==> src/rtl/rtc_bus_pkg.sv <==
// ============================================================================
// Module      : rtc_bus_pkg
// Description : Shared types and constants for the RTC bus sequencer.
//               Holds the sequencer state encoding, default phase widths,
//               the requester-port encoding, the idle strobe levels and a
//               helper that sizes the phase down-counter.
// Revision    : 1.0 - initial release
// ============================================================================
`default_nettype none

package rtc_bus_pkg;

    // Default dwell times in clk cycles.
    localparam int c_DEF_STROBE_CYC = 8;
    localparam int c_DEF_GAP_CYC    = 4;

    // Bus sequence, one state per phase of a single-byte transaction.
    typedef enum logic [2:0] {
        S_IDLE    = 3'd0,
        S_ADDR_SU = 3'd1,
        S_ADDR_ST = 3'd2,
        S_ADDR_HD = 3'd3,
        S_DATA_SU = 3'd4,
        S_DATA_ST = 3'd5,
        S_DATA_HD = 3'd6,
        S_RELEASE = 3'd7
    } rtc_state_e;

    // Requester encoding: A is the host/config path, B the refresh reader.
    typedef enum logic {
        PORT_A = 1'b0,
        PORT_B = 1'b1
    } rtc_port_e;

    // One latched transaction.
    typedef struct packed {
        logic       we;
        logic [7:0] addr;
        logic [7:0] wdata;
    } rtc_req_t;

    // Strobe levels while the bus is not owned.
    localparam logic       c_CS_N_IDLE    = 1'b1;
    localparam logic       c_WR_N_IDLE    = 1'b1;
    localparam logic       c_RD_N_IDLE    = 1'b1;
    localparam logic       c_AD_IDLE      = 1'b1;
    localparam logic       c_BUS_OE_IDLE  = 1'b0;
    localparam logic [7:0] c_BUS_OUT_IDLE = 8'h00;

    // Width needed to hold max(a,b)-1, never less than one bit.
    function automatic int cnt_width(input int a, input int b);
        int m;
        m = (a > b) ? a : b;
        return ($clog2(m) < 1) ? 1 : $clog2(m);
    endfunction

endpackage

`default_nettype wire

==> src/rtl/rtc_bus_sequencer_phase_timer.sv <==
// ============================================================================
// Module      : rtc_phase_timer
// Description : Phase dwell down-counter. Loaded with (dwell-1) whenever the
//               sequencer enters a new state; last_cyc is high while the
//               count is zero, i.e. in the final cycle of the phase.
//               last_next predicts last_cyc for the following cycle so the
//               sequencer can register outputs that depend on it.
// Ports       : clk, reset      - clock, synchronous active-high reset
//               load, load_val  - reload request and value (dwell-1)
//               last_cyc        - current cycle is the last of the phase
//               last_next       - next cycle will be the last of the phase
// Revision    : 1.0 - initial release
// ============================================================================
`default_nettype none

module rtc_phase_timer #(
    parameter int CNT_W = 3
) (
    input  logic             clk,
    input  logic             reset,
    input  logic             load,
    input  logic [CNT_W-1:0] load_val,
    output logic             last_cyc,
    output logic             last_next
);

    logic [CNT_W-1:0] r_count;

    always_ff @(posedge clk) begin
        if (reset) begin
            r_count <= '0;
        end else if (load) begin
            r_count <= load_val;
        end else if (r_count != '0) begin
            r_count <= r_count - CNT_W'(1);
        end
    end

    assign last_cyc  = (r_count == '0);
    // Without a reload the count saturates at zero, so <=1 covers both the
    // final decrement and an already-expired count.
    assign last_next = load ? (load_val == '0) : (r_count <= CNT_W'(1));

endmodule

`default_nettype wire

==> src/rtl/rtc_bus_sequencer.sv <==
// ============================================================================
// Module      : rtc_bus_sequencer
// Description : Two-port transaction sequencer/arbiter for the multiplexed
//               8-bit RTC bus. Serialises single-byte reads and writes from
//               port A (host/config) and port B (refresh reader) into an
//               address phase and a data phase with programmable strobe and
//               gap widths. All outputs are registered.
// Parameters  : STROBE_CYC - WR/RD low time per phase (>=1)
//               GAP_CYC    - setup/hold/release interval (>=1)
// Ports       : clk, reset                - clock, sync active-high reset
//               a_/b_req, we, addr, wdata - requests (req held until ack)
//               a_/b_ack, rdata           - completion pulse, last read data
//               busy                      - sequencer not in IDLE
//               cs_n, wr_n, rd_n, ad      - RTC strobes
//               bus_out, bus_oe, bus_in   - shared address/data lines
// Macros      : RTC_RR_ARB_EN - round-robin tie-break instead of A-first
// Revision    : 1.0 - initial release
// ============================================================================
`default_nettype none

module rtc_bus_sequencer
    import rtc_bus_pkg::*;
#(
    parameter int STROBE_CYC = c_DEF_STROBE_CYC,
    parameter int GAP_CYC    = c_DEF_GAP_CYC
) (
    input  logic       clk,
    input  logic       reset,
    input  logic       a_req,
    input  logic       b_req,
    input  logic       a_we,
    input  logic       b_we,
    input  logic [7:0] a_addr,
    input  logic [7:0] b_addr,
    input  logic [7:0] a_wdata,
    input  logic [7:0] b_wdata,
    output logic       a_ack,
    output logic       b_ack,
    output logic [7:0] a_rdata,
    output logic [7:0] b_rdata,
    output logic       busy,
    output logic       cs_n,
    output logic       wr_n,
    output logic       rd_n,
    output logic       ad,
    output logic [7:0] bus_out,
    output logic       bus_oe,
    input  logic [7:0] bus_in
);

    localparam int               c_CNT_W     = cnt_width(STROBE_CYC, GAP_CYC);
    localparam logic [c_CNT_W-1:0] c_STROBE_LD = c_CNT_W'(STROBE_CYC - 1);
    localparam logic [c_CNT_W-1:0] c_GAP_LD    = c_CNT_W'(GAP_CYC - 1);

    rtc_state_e         r_state, w_next_state;
    rtc_port_e          r_grant, w_grant;
    rtc_req_t           r_req, w_sel_req, w_txn;
    logic               w_any_req;
    logic               w_load, w_last_cyc, w_last_next;
    logic [c_CNT_W-1:0] w_load_val;

    logic       r_a_ack, r_b_ack, r_busy, r_cs_n, r_wr_n, r_rd_n, r_ad, r_bus_oe;
    logic [7:0] r_bus_out, r_a_rdata, r_b_rdata;
    logic       w_a_ack, w_b_ack, w_cs_n, w_wr_n, w_rd_n, w_ad, w_bus_oe;
    logic [7:0] w_bus_out;

    // ------------------------------------------------------------------
    // Arbitration (only acted on in IDLE)
    // ------------------------------------------------------------------
    assign w_any_req = a_req | b_req;

`ifdef RTC_RR_ARB_EN
    // r_grant remembers the last winner; it resets to B so A takes the
    // first tie after reset.
    always_comb begin
        w_grant = PORT_A;
        if (a_req && b_req) begin
            w_grant = (r_grant == PORT_A) ? PORT_B : PORT_A;
        end else if (!a_req) begin
            w_grant = PORT_B;
        end
    end
`else
    // Fixed priority: the config path always wins; B may starve.
    always_comb begin
        w_grant = a_req ? PORT_A : PORT_B;
    end
`endif

    assign w_sel_req = (w_grant == PORT_A) ? '{we: a_we, addr: a_addr, wdata: a_wdata}
                                           : '{we: b_we, addr: b_addr, wdata: b_wdata};

    // Transaction that the next cycle's outputs belong to: on the IDLE exit
    // the latch has not been written yet, so use the arbiter's selection.
    assign w_txn = (r_state == S_IDLE) ? w_sel_req : r_req;

    // ------------------------------------------------------------------
    // Phase timer
    // ------------------------------------------------------------------
    assign w_load     = (w_next_state != r_state);
    assign w_load_val = ((w_next_state == S_ADDR_ST) || (w_next_state == S_DATA_ST))
                        ? c_STROBE_LD : c_GAP_LD;

    rtc_phase_timer #(
        .CNT_W     (c_CNT_W)
    ) u_phase_timer (
        .clk       (clk),
        .reset     (reset),
        .load      (w_load),
        .load_val  (w_load_val),
        .last_cyc  (w_last_cyc),
        .last_next (w_last_next)
    );

    // ------------------------------------------------------------------
    // FSM: state register
    // ------------------------------------------------------------------
    always_ff @(posedge clk) begin
        if (reset) begin
            r_state <= S_IDLE;
        end else begin
            r_state <= w_next_state;
        end
    end

    // ------------------------------------------------------------------
    // FSM: next state
    // ------------------------------------------------------------------
    always_comb begin
        w_next_state = r_state;
        case (r_state)
            S_IDLE:    if (w_any_req)  w_next_state = S_ADDR_SU;
            S_ADDR_SU: if (w_last_cyc) w_next_state = S_ADDR_ST;
            S_ADDR_ST: if (w_last_cyc) w_next_state = S_ADDR_HD;
            S_ADDR_HD: if (w_last_cyc) w_next_state = S_DATA_SU;
            S_DATA_SU: if (w_last_cyc) w_next_state = S_DATA_ST;
            S_DATA_ST: if (w_last_cyc) w_next_state = S_DATA_HD;
            S_DATA_HD: if (w_last_cyc) w_next_state = S_RELEASE;
            S_RELEASE: if (w_last_cyc) w_next_state = S_IDLE;
            default:                   w_next_state = S_IDLE;
        endcase
    end

    // ------------------------------------------------------------------
    // FSM: outputs, decoded from the next state and registered below so
    // every pin is a flop and tracks its state cycle-exactly.
    // ------------------------------------------------------------------
    always_comb begin
        w_cs_n    = c_CS_N_IDLE;
        w_wr_n    = c_WR_N_IDLE;
        w_rd_n    = c_RD_N_IDLE;
        w_ad      = c_AD_IDLE;
        w_bus_oe  = c_BUS_OE_IDLE;
        w_bus_out = c_BUS_OUT_IDLE;
        w_a_ack   = 1'b0;
        w_b_ack   = 1'b0;
        case (w_next_state)
            S_ADDR_SU, S_ADDR_ST, S_ADDR_HD: begin
                w_cs_n    = 1'b0;
                w_ad      = 1'b0;
                w_bus_oe  = 1'b1;
                w_bus_out = w_txn.addr;
                // Address is latched by the RTC on WR for reads and writes.
                if (w_next_state == S_ADDR_ST) w_wr_n = 1'b0;
            end
            S_DATA_SU, S_DATA_ST, S_DATA_HD: begin
                w_cs_n = 1'b0;
                if (w_txn.we) begin
                    w_bus_oe  = 1'b1;
                    w_bus_out = w_txn.wdata;
                    if (w_next_state == S_DATA_ST) w_wr_n = 1'b0;
                end else if (w_next_state == S_DATA_ST) begin
                    w_rd_n = 1'b0;
                end
            end
            S_RELEASE: begin
                // Ack on the last RELEASE cycle so req is low again by IDLE.
                if (w_last_next) begin
                    w_a_ack = (r_grant == PORT_A);
                    w_b_ack = (r_grant == PORT_B);
                end
            end
            default: ;
        endcase
    end

    always_ff @(posedge clk) begin
        if (reset) begin
            r_cs_n    <= c_CS_N_IDLE;
            r_wr_n    <= c_WR_N_IDLE;
            r_rd_n    <= c_RD_N_IDLE;
            r_ad      <= c_AD_IDLE;
            r_bus_oe  <= c_BUS_OE_IDLE;
            r_bus_out <= c_BUS_OUT_IDLE;
            r_a_ack   <= 1'b0;
            r_b_ack   <= 1'b0;
            r_busy    <= 1'b0;
        end else begin
            r_cs_n    <= w_cs_n;
            r_wr_n    <= w_wr_n;
            r_rd_n    <= w_rd_n;
            r_ad      <= w_ad;
            r_bus_oe  <= w_bus_oe;
            r_bus_out <= w_bus_out;
            r_a_ack   <= w_a_ack;
            r_b_ack   <= w_b_ack;
            r_busy    <= (w_next_state != S_IDLE);
        end
    end

    // ------------------------------------------------------------------
    // Request latch and read-data capture
    // ------------------------------------------------------------------
    always_ff @(posedge clk) begin
        if (reset) begin
            r_req   <= '0;
            r_grant <= PORT_B;
        end else if ((r_state == S_IDLE) && w_any_req) begin
            r_req   <= w_sel_req;
            r_grant <= w_grant;
        end
    end

    always_ff @(posedge clk) begin
        if (reset) begin
            r_a_rdata <= 8'h00;
            r_b_rdata <= 8'h00;
        end else if ((r_state == S_DATA_ST) && w_last_cyc && !r_req.we) begin
            if (r_grant == PORT_A) r_a_rdata <= bus_in;
            else                   r_b_rdata <= bus_in;
        end
    end

    assign a_ack   = r_a_ack;
    assign b_ack   = r_b_ack;
    assign a_rdata = r_a_rdata;
    assign b_rdata = r_b_rdata;
    assign busy    = r_busy;
    assign cs_n    = r_cs_n;
    assign wr_n    = r_wr_n;
    assign rd_n    = r_rd_n;
    assign ad      = r_ad;
    assign bus_out = r_bus_out;
    assign bus_oe  = r_bus_oe;

endmodule

`default_nettype wire

==> config.mk <==
export PLATFORM = sky130hd
export DESIGN_NAME = rtc_bus_sequencer
export DESIGN_NICKNAME = d
export VERILOG_FILES = /design/src/rtl/rtc_bus_pkg.sv /design/src/rtl/rtc_bus_sequencer_phase_timer.sv /design/src/rtl/rtc_bus_sequencer.sv
export SDC_FILE = /design/constraint.sdc
export NUM_CORES = 1
export LEC_CHECK = 0
export CAP_MARGIN = 0
export CORE_MARGIN = 2
export CORE_UTILIZATION = 25
export DETAILED_ROUTE_END_ITERATION = 12
export DONT_BUFFER_PORTS = 1
export GPL_TIMING_DRIVEN = 1
export HOLD_SLACK_MARGIN = 0.08
export SLEW_MARGIN = 0
export SYNTH_ARGS = -nofsm -noshare
export SYNTH_HDL_FRONTEND = slang
export SYNTH_SLANG_ARGS = --single-unit
==> constraint.sdc <==
create_clock -name clk -period 2.05 [get_ports clk]
set_input_delay 0.41 -clock clk [delete_from_list [all_inputs] [get_ports clk]]
set_output_delay 0.41 -clock clk [all_outputs]
set_load 0.005 [all_outputs]
==> impl_metrics.json, run 1 <==
{
  "hold_path_depth": 1,
  "n_antenna_cell": 0,
  "path_class": "flip-flop to flip-flop",
  "setup_viol": 0,
  "clk_latency_ns": 0.31,
  "grt.total_usage_pct": 10.05,
  "syn_area_um2": 2406,
  "dpl.hpwl_um": 3668,
  "cts_tree": "built",
  "required_ns": 2.30,
  "ys_warn_count": 0,
  "multiInputGateArea_um2": 1177,
  "post-route-min-period_ns": 1.848,
  "yosysUniqueCellTypes": 35,
  "top_layer": "met4",
  "clkSinkCount": 56,
  "synth.largest_area_cell": "dfxtp_1",
  "worst_hold_slack_ns": 0.1479,
  "wl_met1_um": 2376,
  "ant_nets": 0,
  "firstDrtPassIters": 4,
  "ys.flop_type": "dfxtp_1",
  "postCtsSetupBuffers": 0,
  "clockBufferDepth": 2,
  "route.met3.wl_um": 270,
  "dp_cells": 380,
  "portBuffers": 0,
  "r2r.worst_path.cells": 5,
  "async_flop_share_pct": 0,
  "met2WireLength_um": 2463,
  "slowest_delay_ns": 0.52,
  "rsz0062_at_grt": "no",
  "comb_power_share_pct": 19.4,
  "min_to": "b_rdata[2]",
  "seqPwrFrac_pct": 51.1,
  "fin_skew_ns": 0.007299,
  "post_drt_wl_per_cell_um": 13.56,
  "fin_tns_setup_ns": 0,
  "grt_pass1_wl_um": 8066,
  "synthDominantCellAreaShare_pct": 46.59,
  "synth_nets": 315,
  "stdcell_count": 388,
  "cp-end-kind": "flip-flop",
  "overflow": 0,
  "die-width_um": 102.1,
  "ys_seq_elements": 56,
  "drv_slew": 0,
  "fill_cells": 991,
  "start_util_pct": 25.92,
  "synthCells": 266,
  "slowest_stage": "or4b_1",
  "relSlewSlack_pct": 64.79,
  "htreeDepth": 2,
  "finalHoldViolations": 0,
  "grt_max_degree": 46,
  "ir_drop_mv": 0.2702,
  "die_y_um": 102.1,
  "gp_congestion": 0.8101,
  "grt_pass1_vias": 1575,
  "drv_cap": 0,
  "pwr-share-clk_pct": 29.5,
  "crit_chain": "inv_1, ha_1, or4b_1, or4_1, nor2_1",
  "r2r-end": "a_ack",
  "synth_common_cells": "56 x dfxtp_1, 46 x nor2_1, 33 x mux2i_1, 20 x a211oi_1, 18 x nand2_1",
  "power_density_nw_per_um2": 959.4,
  "drive_gt1_share_pct": 7.336,
  "min_from": "reset",
  "synth_edf_count": 0,
  "regArea_um2": 1121,
  "place_area_um2": 2529,
  "synth_seq_area_share_pct": 46.59,
  "numCtsBuffers": 5,
  "cts_hold_buffers": 0,
  "drt-total-wl_um": 5260,
  "area_growth_pct": 9.933,
  "via_count": 1801,
  "r2r-start": "u_phase_timer.r_count[0]",
  "p_leak_nw": 1.056,
  "avgSynthCellArea_um2": 9.045,
  "cts.clk_slew.worst_paths_ns": 0.11,
  "r2r_setup_slack_ns": 0.20,
  "hp-class": "input port to flip-flop",
  "cp.arrival_ns": 2.10,
  "synth.area.top_cells": "dfxtp_1 47%, mux2i_1 14%, nor2_1 7.2%",
  "tightest_slew_ns": 0.5264,
  "drtIter0Drc": 80,
  "p_int_mw": 1.791,
  "final_net_count": 307,
  "core_area_um2": 9284,
  "status": "completed",
  "startpoint_type": "flip-flop",
  "critPathMaxFanout": 6,
  "pin_count": 78,
  "antenna_found_initial": 0,
  "ctsResizeCount": 0,
  "root_buffer": "clkbuf_8",
  "fmax_ghz": 0.5412,
  "dieArea_um2": 10430,
  "route.detailed.drc": 0,
  "power.total_mw": 2.538,
  "swShare_pct": 29.43,
  "finish.instance_area_um2": 2645,
  "synthMostInstantiatedCell": "dfxtp_1",
  "rows": 35,
  "p_sw_mw": 0.7469,
  "period_share_pct": 90.13,
  "avgViaCountPerCell": 4.642
}
## critical path: cells and delay by family, from the launching register on
kind	cells	cell delay [ns]
adder cells (fa/ha/maj)	1	0.26
buffers and inverters	1	0.09
flip-flops	1	0.39
AND/OR/NAND/NOR	3	1.06
## metrics by stage
stage | setup slack (ns) | util [%]
after detailed placement | 0.2238 | 27.24
after global routing | 0.006441 | 28.49
final | 0.2023 | 28.49
after global placement | 0.2690 | 27.24
after CTS | 0.1900 | 28.49
after floorplan | 0.3469 | -
## power groups by stage
stage               Clock [mW]  Sequential, mW  Combinational (mW)
finish                   0.749            1.30               0.493
detailed placement           0            1.32               0.496
global placement             0            1.32               0.485
floorplan                    0            1.28               0.433
CTS                      0.779            1.30               0.497
global route             0.814            1.32               0.561
## metal layers
layer / global-route usage, % / vias to the layer above
met1: 12.76 / 833
li1: - / 913
met4: 5.641 / 0
met2: 15.59 / 43
met3: 2.531 / 12
met5: 0 / -
## worst max path at each step
stage / startpoint / end / slack, ns / depth (start not counted)
after global placement: u_phase_timer.r_count[0] / a_ack / 0.27 / 5
final: u_phase_timer.r_count[0] / a_ack / 0.20 / 5
after detailed placement: u_phase_timer.r_count[0] / b_rdata[4] / 0.22 / 6
after floorplan: u_phase_timer.r_count[0] / a_ack / 0.35 / 5
after global routing: u_phase_timer.r_count[0] / b_rdata[4] / 0.006 / 6
after CTS: u_phase_timer.r_count[0] / a_ack / 0.19 / 5
## cell type report
| cell class | count | share of cell area, % |
|---|---|---|
| timing repair buffer | 5 | 1.892 |
| tap | 129 | 6.102 |
| multi-input combinational | 185 | 44.51 |
| inverter | 5 | 0.7096 |
| clock buffer | 5 | 2.602 |
| sequential | 56 | 42.38 |
| clock inverter | 3 | 1.798 |
## flip-flops by register name (all words and copies together), names as in the netlist
register and count:
a_rdata 8, r_req 17, b_rdata 8, r_state 3
ad 1, b_ack 1, r_grant 1, a_ack 1
u_phase_timer.r_count 3, busy 1, cs_n 1, bus_oe 1
bus_out 8, rd_n 1, wr_n 1
## layout by cell type, fill, tap and decap left out, drive strengths merged, types with 2 or more instances in the layout
master,instances
or4,2
nand3,3
a21oi,9
nand2,19
inv,5
clkinv,2
dfxtp,56
o21ai,17
buf,5
a211oi,20
nand2b,4
nor2,47
nor2b,3
clkbuf,5
nor3,2
mux2i,33
o22ai,9
xnor2,2
ha,3
## logic make-up (layout without fill, tap and decap cells)
group | after synthesis | count (layout) | share of synthesized area [%]
compound gates | 61 | 61 | 16.02
xor+xnor | 3 | 3 | 1.092
fa+ha+maj | 3 | 3 | 1.560
buf+inv | 25 | 18 | 4.785
flops | 56 | 56 | 46.59
mux | 33 | 33 | 13.73
simple gates | 85 | 85 | 16.22
No activity file was read; power rests on OpenSTA's default activity.
==> inputs of run 2 (changes only) <==
--- a/config.mk
+++ b/config.mk
@@ -5,13 +5,15 @@
 export SDC_FILE = /design/constraint.sdc
 export NUM_CORES = 1
 export LEC_CHECK = 0
+export BUFFER_PORTS_ARGS = -buffer_cell sky130_fd_sc_hd__buf_2
 export CAP_MARGIN = 0
+export CORE_ASPECT_RATIO = 1.75
 export CORE_MARGIN = 2
 export CORE_UTILIZATION = 25
 export DETAILED_ROUTE_END_ITERATION = 12
-export DONT_BUFFER_PORTS = 1
 export GPL_TIMING_DRIVEN = 1
 export HOLD_SLACK_MARGIN = 0.08
+export PLACE_DENSITY_LB_ADDON = 0.3
 export SLEW_MARGIN = 0
 export SYNTH_ARGS = -nofsm -noshare
 export SYNTH_HDL_FRONTEND = slang
==> run 2 against run 1 <==
Flip-flop and latch count unchanged. Global-route usage up 1.2 points. Clock power up 42%. Non-clock buffer count up 82. Final cell count up 19%. Clock skew down 0.0017 ns. Sequential share of layout area down 6.4 points. Critical path depth up 1. Total power up 16%. Critical endpoint is now b_rdata[2]. Via count up 13%.
==> impl_metrics.json, run 2 (synthesis results as in run 1) <==
{
  "finish.instance_area_um2": 3115,
  "period_share_pct": 90.17,
  "via_count": 2030,
  "cts_tree": "built",
  "avgViaCountPerCell": 4.394,
  "drv_slew": 0,
  "fin_skew_ns": 0.005552,
  "fin_tns_setup_ns": 0,
  "grt_pass1_wl_um": 9232,
  "critPathMaxFanout": 8,
  "use_met3_pct": 2.019,
  "grt_pass1_vias": 1846,
  "firstDrtPassIters": 4,
  "drt-total-wl_um": 5814,
  "status": "completed",
  "drtIter0Drc": 113,
  "place_area_um2": 2930,
  "ant_nets": 0,
  "path_class": "flip-flop to flip-flop",
  "final_core_util_pct": 33.11,
  "post_drt_wl_per_cell_um": 12.58,
  "final_common_cell": "buf_2",
  "regArea_um2": 1121,
  "die_y_um": 133.8,
  "antenna_found_initial": 0,
  "pin_count": 78,
  "ctsResizeCount": 0,
  "root_buffer": "clkbuf_16",
  "drive_gt1_share_pct": 29.41,
  "clkSinkCount": 56,
  "dieArea_um2": 10460,
  "clk_latency_ns": 0.29,
  "finalHoldViolations": 0,
  "relSlewSlack_pct": 69.25,
  "p_leak_nw": 1.445,
  "final_net_count": 389,
  "die-width_um": 78.16,
  "route.detailed.drc": 0,
  "required_ns": 2.23,
  "tightest_slew_ns": 0.4613,
  "final_cell_mix": "77 x buf_2, 56 x dfxtp_1, 46 x nor2_1",
  "post-route-min-period_ns": 1.848,
  "fmax_ghz": 0.5410,
  "start_util_pct": 25.57,
  "power.total_mw": 2.948,
  "fill_cells": 1022,
  "postCtsSetupBuffers": 0,
  "grt.total_usage_pct": 11.22,
  "grt_use_met2_pct": 19.64,
  "htreeDepth": 2,
  "dpl.hpwl_um": 4374,
  "cp.arrival_ns": 2.03,
  "power_density_nw_per_um2": 946.4,
  "rows": 47,
  "cts.clk_slew.worst_paths_ns": 0.07,
  "overflow": 0,
  "multiInputGateArea_um2": 1177,
  "drv_cap": 0,
  "portBuffers": 77,
  "numCtsBuffers": 5,
  "grt_max_degree": 27,
  "hp-class": "input port to flip-flop",
  "setup_viol": 0,
  "core_area_um2": 9409,
  "n_antenna_cell": 0,
  "largest_reg_flops": 17,
  "grt-busiest-layer": "met2",
  "area_growth_pct": 29.49,
  "startpoint_type": "flip-flop",
  "top_register": "r_req",
  "rsz0062_at_grt": "no",
  "use_met1_pct": 13.09,
  "ir_drop_mv": 0.3890,
  "gp_congestion": 0.8084,
  "cts_hold_buffers": 0,
  "cp-end-kind": "flip-flop",
  "worst_hold_slack_ns": 0.3720,
  "clockBufferDepth": 2
}
[run 2: final cells by class]
cell class              count  area share [%]
repair buffers             87           14.78
inverters                   5          0.6024
flip-flops and latches     56           35.98
multi-input cells         185           37.79
well taps                 122           4.900
clock inverters             2           1.928
clock buffers               5           4.016
[run 2: worst paths after layout]
check	start	end	slack [ns]	depth (start not counted)
max	u_phase_timer.r_count[0]	b_rdata[2]	0.20	6
min	bus_in[4]	a_rdata[4]	0.37	3
max reg2reg	u_phase_timer.r_count[0]	b_rdata[2]	0.20	6
min reg2reg	b_rdata[5]	b_rdata[5]	0.49	2
[run 2: stage by stage]
step | instances | worst slack (ns)
3_3_place_gp | 455 | 0.2193
5_1_grt | 462 | 0.02515
4_1_cts | 462 | 0.1855
3_5_place_dp | 455 | 0.1991
2_1_floorplan | 266 | 0.3469
6_report | 462 | 0.2016
[run 2: power by group]
| group | total (mW) | switching (mW) | internal, mW |
|---|---|---|---|
| sequential | 1.29 | 0.0818 | 1.21 |
| clock | 1.06 | 0.367 | 0.693 |
| combinational | 0.597 | 0.332 | 0.266 |
| total | 2.95 | 0.780 | 2.17 |
[run 2: critical path: stages (launching register included)]
cell,delay [ns]
dfxtp_1,0.34
inv_1,0.10
ha_1,0.25
nand4bb_1,0.20
or3_1,0.58
mux2i_1,0.23
nor2_1,0.05
[run 2: metal layers]
layer	part of all wire, %	vias up
li1	-	1076
met2	53	44
met3	3.8	6
met4	2.0	0
met5	0	-
met1	41	904
